==> src/rtl/branch_resolve_queue.sv <==
// In-flight branch queue between fetch and execute. It checks each resolution against
// the recorded prediction, flushes and redirects on a mispredict, and trains the predictor.
module branch_resolve_queue #(
   parameter  int DEPTH = 4,
   parameter  int PC_W  = 32,
   parameter  int IDX_W = 6,
   localparam int CNT_W = $clog2(DEPTH + 1),
   localparam int PTR_W = $clog2(DEPTH)
) (
   input  logic             clk,
   input  logic             rst,
   input  logic             pred_valid,
   input  logic [PC_W-1:0]  pred_pc,
   input  logic             pred_taken,
   input  logic [PC_W-1:0]  pred_target,
   output logic             pred_ready,
   input  logic             res_valid,
   input  logic             res_taken,
   input  logic [PC_W-1:0]  res_target,
   output logic             mispredict,
   output logic [PC_W-1:0]  redirect_pc,
   output logic             upd_valid,
   output logic [IDX_W-1:0] upd_idx,
   output logic             upd_taken,
   output logic [CNT_W-1:0] count,
   output logic             err_underflow
);

   logic [PC_W-1:0]  pc_mem     [DEPTH];
   logic             taken_mem  [DEPTH];
   logic [PC_W-1:0]  target_mem [DEPTH];

   logic [PTR_W-1:0] rd_ptr, wr_ptr;
   logic [PC_W-1:0]  head_pc, head_target;
   logic             head_taken;
   logic             deq, enq, mis, flush;

   assign pred_ready  = (count != CNT_W'(DEPTH));
   assign head_pc     = pc_mem[rd_ptr];
   assign head_taken  = taken_mem[rd_ptr];
   assign head_target = target_mem[rd_ptr];

   always_comb begin
      deq   = res_valid && (count != '0);
      mis   = (res_taken != head_taken) ||
              (res_taken && head_taken && (res_target != head_target));
      flush = deq && mis;
      // Anything fetched alongside a mispredicting resolve is wrong-path, so drop it.
      enq   = pred_valid && pred_ready && !flush;
   end

   always_ff @(posedge clk) begin
      if (enq) begin
         pc_mem[wr_ptr]     <= pred_pc;
         taken_mem[wr_ptr]  <= pred_taken;
         target_mem[wr_ptr] <= pred_target;
      end
   end

   always_ff @(posedge clk or posedge rst) begin
      if (rst) begin
         rd_ptr <= '0;
         wr_ptr <= '0;
         count  <= '0;
      end else if (flush) begin
         rd_ptr <= '0;
         wr_ptr <= '0;
         count  <= '0;
      end else begin
         if (enq) wr_ptr <= wr_ptr + PTR_W'(1);
         if (deq) rd_ptr <= rd_ptr + PTR_W'(1);
         case ({enq, deq})
            2'b10:   count <= count + CNT_W'(1);
            2'b01:   count <= count - CNT_W'(1);
            default: count <= count;
         endcase
      end
   end

   always_ff @(posedge clk or posedge rst) begin
      if (rst) begin
         upd_valid     <= 1'b0;
         mispredict    <= 1'b0;
         upd_idx       <= '0;
         upd_taken     <= 1'b0;
         redirect_pc   <= '0;
         err_underflow <= 1'b0;
      end else begin
         upd_valid  <= deq;
         mispredict <= flush;
         if (deq) begin
            upd_idx     <= head_pc[IDX_W+1:2];
            upd_taken   <= res_taken;
            redirect_pc <= res_taken ? res_target : head_pc + PC_W'(4);
         end
         if (res_valid && (count == '0)) err_underflow <= 1'b1;
      end
   end

endmodule
==> config.mk <==
export PLATFORM = sky130hd
export DESIGN_NAME = branch_resolve_queue
export DESIGN_NICKNAME = d
export VERILOG_FILES = /design/src/rtl/branch_resolve_queue.sv
export SDC_FILE = /design/constraint.sdc
export NUM_CORES = 1
export LEC_CHECK = 0
export BUFFER_PORTS_ARGS = -buffer_cell sky130_fd_sc_hd__buf_2
export CAP_MARGIN = 20
export CORE_MARGIN = 2
export CORE_UTILIZATION = 45
export CTS_CLUSTER_DIAMETER = 120
export DETAILED_ROUTE_END_ITERATION = 6
export PLACE_DENSITY = 0.77
export SYNTH_ARGS = -nofsm -noshare
export SYNTH_HDL_FRONTEND = slang
export SYNTH_SLANG_ARGS = --single-unit
==> constraint.sdc <==
create_clock -name clk -period 6 [get_ports clk]
set_input_delay 1.2 -clock clk [delete_from_list [all_inputs] [get_ports clk]]
set_output_delay 1.2 -clock clk [all_outputs]
set_load 0.1 [all_outputs]
==> impl_metrics.json <==
{
  "path_clk_slew_ns": 0.06,
  "post-route-drc-count": 0,
  "hold_depth": 2,
  "ys_top_cells_by_area": "edfxtp_1, dfrtp_1, mux4_2",
  "ctsLongestPathBuffers": 3,
  "yosysSeqAreaShare": 0.702,
  "slowest_delay_ns": 1.02,
  "cp_num_buf_inv": 1,
  "reg2reg_to": "pc_mem[2][13]",
  "drive_above_1_share": 0.281,
  "crit_start": "rd_ptr[0]",
  "io_buffers": 147,
  "min_path_type": "flip-flop to flip-flop",
  "drtIter0Drc": 606,
  "clk_latency_ns": 0.57,
  "post-route-period-util": 0.698,
  "hold_viol_final": 0,
  "clockPowerShare": 0.260,
  "max-cap-violations": 0,
  "fin_crit_ns": 4.19,
  "r2r_start": "rd_ptr[0]",
  "relSlewSlack": 0.369,
  "timing.fmax_ghz": 0.239,
  "cts-root-buf": "clkbuf_16",
  "track_usage": 0.192,
  "synth.most_common_cell": "edfxtp_1",
  "rows": 61,
  "grt_pass1_wl_mm": 43.6,
  "drv_slew": 0,
  "synth_cell_types": 51,
  "synthTopCellsByCount": "edfxtp_1, nand2_1, dfrtp_1",
  "endpoint_kind": "flip-flop",
  "async_flop_share": 0.159,
  "switching_share": 0.393,
  "nets": 1016,
  "rsz0062_at_grt": "false",
  "cts_setup_buffers": 0,
  "cts_tree": "done",
  "synth_fp_nets": 862,
  "worst_pin_slew_ns": 0.946,
  "area_delta_synth_final_pct": 18.2,
  "synth_edf_count": 260,
  "path_cells": "mux4_2, xnor2_1, nand4_1, a2111oi_2, and4_4, nor3_4, nor2_4, buf_12",
  "hold_buffers": 0,
  "gp_congestion": 0.839,
  "cp_max_fo": 52,
  "p_int_mw": 5.02,
  "power_density_nw_per_um2": 544,
  "worstPathArrival_ns": 4.42,
  "cts-resized-gates": 0,
  "reg2regPathDepth": 8,
  "antenna_found_initial": 2,
  "netlist_instances": 753,
  "wl_per_cell_um": 22.1,
  "outcome": "complete, no violations",
  "via_per_inst": 5.44,
  "synth.avg_cell_area_um2": 17.1,
  "yosys.area.top_type_share": 0.606,
  "required_ns": 6.23,
  "cts_inserted_buffers": 31,
  "grt_max_degree": 53,
  "utilization": 0.543,
  "pwr-share-comb": 0.363,
  "core_area_um2": 28000,
  "ys.flop_type": "edfxtp_1",
  "crit_path_start_kind": "flip-flop",
  "p_seq_frac": 0.377,
  "power_leakage_nw": 5.50,
  "die-width_um": 173,
  "power.switching_mw": 3.25,
  "cp.depth": 8,
  "critPathCapture": "pc_mem[2][13]",
  "finalNonFillerCells": 1312,
  "grt_pass1_vias": 7237,
  "num_vias": 7143,
  "overflow": 0,
  "setup_viol": 0,
  "die-area_um2": 30000,
  "r2r_slack_ns": 1.81,
  "critical_path_class": "flip-flop to flip-flop",
  "slowest_stage": "dfrtp_4",
  "dr.pass1.iters": 5,
  "detail-route-antenna-nets": 0,
  "setup_tns_ns": 0,
  "ir_drop_mv": 0.279,
  "numClockSinks": 309,
  "htree_levels": 1,
  "ys_warn_count": 0,
  "synth_seq_cells": 309,
  "synth_top_area_cell": "edfxtp_1",
  "critPathTopFamily": "simple AND/OR/NAND/NOR gates",
  "die_h_um": 173,
  "synth_area_um2": 12900,
  "io_pins": 148,
  "wl_mm": 29.0,
  "dp_cells": 1251,
  "clock_skew_ns": 0.0171,
  "dp_hpwl_mm": 19.7,
  "start_util": 0.460
}
## worst min-delay path: stages (launching register included)
cell and delay, ns:
dfrtp_1 0.34, nand2_1 0.05, nand2_1 0.05
## area by class of cell
type                    instances  area [um2]
fillers                      2211       12800
flip-flops and latches        309        9040
multi-input cells             401        3640
repair buffers                157         873
clock buffers                  34         787
well taps                     378         473
clock inverters                24         372
inverters                       7        26.3
diodes                          2        5.00
## routing by layer
| layer | vias up | part of all wire | track usage |
|---|---|---|---|
| li1 | 3228 | - | - |
| met1 | 3594 | 0.42 | 0.258 |
| met2 | 270 | 0.49 | 0.322 |
| met3 | 51 | 0.060 | 0.0354 |
| met4 | 0 | 0.028 | 0.0530 |
| met5 | - | 0 | 0 |
## power by group through the flow
| stage | clock [mW] | combinational, mW | sequential [mW] |
|---|---|---|---|
| detailed placement | 0 | 3.00 | 3.16 |
| CTS | 2.18 | 3.02 | 3.12 |
| floorplan | 0 | 1.46 | 4.02 |
| global route | 2.26 | 3.17 | 3.17 |
| finish | 2.15 | 3.00 | 3.12 |
| global placement | 0 | 2.96 | 3.14 |
## placed cells by master (no fill, tap or decap), types with 19 or more instances in the layout
cell and count:
a21oi_1 22, buf_2 147, clkbuf_16 31, dfrtp_1 47, edfxtp_1 260, mux2i_1 34, mux4_1 20, mux4_2 34
nand2_1 68, nor2_1 19, o21ai_0 29, xnor2_1 40, xor2_1 32
## stage by stage
stage / worst slack [ns] / hold WS (ns) / total power [mW] / area, um2
final: 1.81 / 0.475 / 8.27 / 15200
after global routing: 1.56 / 0.495 / 8.60 / 15200
after CTS: 1.72 / 0.480 / 8.32 / 15200
after detailed placement: 1.73 / 0.465 / 6.17 / 14000
after global placement: 1.80 / 0.455 / 6.10 / 14000
after floorplan: 0.123 / 0.543 / 5.49 / 12900
## registers in the layout (all words and copies together) (netlist names)
register,count
upd_valid,1
upd_idx,6
err_underflow,1
wr_ptr,2
rd_ptr,2
count,3
pc_mem,128
redirect_pc,32
upd_taken,1
taken_mem,4
target_mem,128
mispredict,1
## kinds of logic (layout without fill, tap and decap cells)
| kind of cell | Yosys count | after routing | share of synthesized area |
|---|---|---|---|
| other | 0 | 2 | 0 |
| flip-flops | 309 | 309 | 0.702 |
| adder cells (fa/ha/maj) | 7 | 7 | 0.00738 |
| multiplexers | 89 | 89 | 0.128 |
| XOR/XNOR | 72 | 72 | 0.0490 |
| buffers and inverters | 43 | 222 | 0.0186 |
| AND/OR/NAND/NOR | 165 | 165 | 0.0666 |
| AO/OA/AOI/OAI | 68 | 68 | 0.0294 |
## worst min-delay path by stage
stage | start | endpoint | slack [ns]
6_report | upd_idx[2] | upd_idx[2] | 0.47
5_1_grt | redirect_pc[2] | redirect_pc[2] | 0.50
4_1_cts | upd_idx[2] | upd_idx[2] | 0.48
3_5_place_dp | upd_idx[2] | upd_idx[2] | 0.47
3_3_place_gp | upd_idx[2] | upd_idx[2] | 0.45
2_1_floorplan | wr_ptr[1] | wr_ptr[1] | 0.54
(Power assumes the default switching activity.)
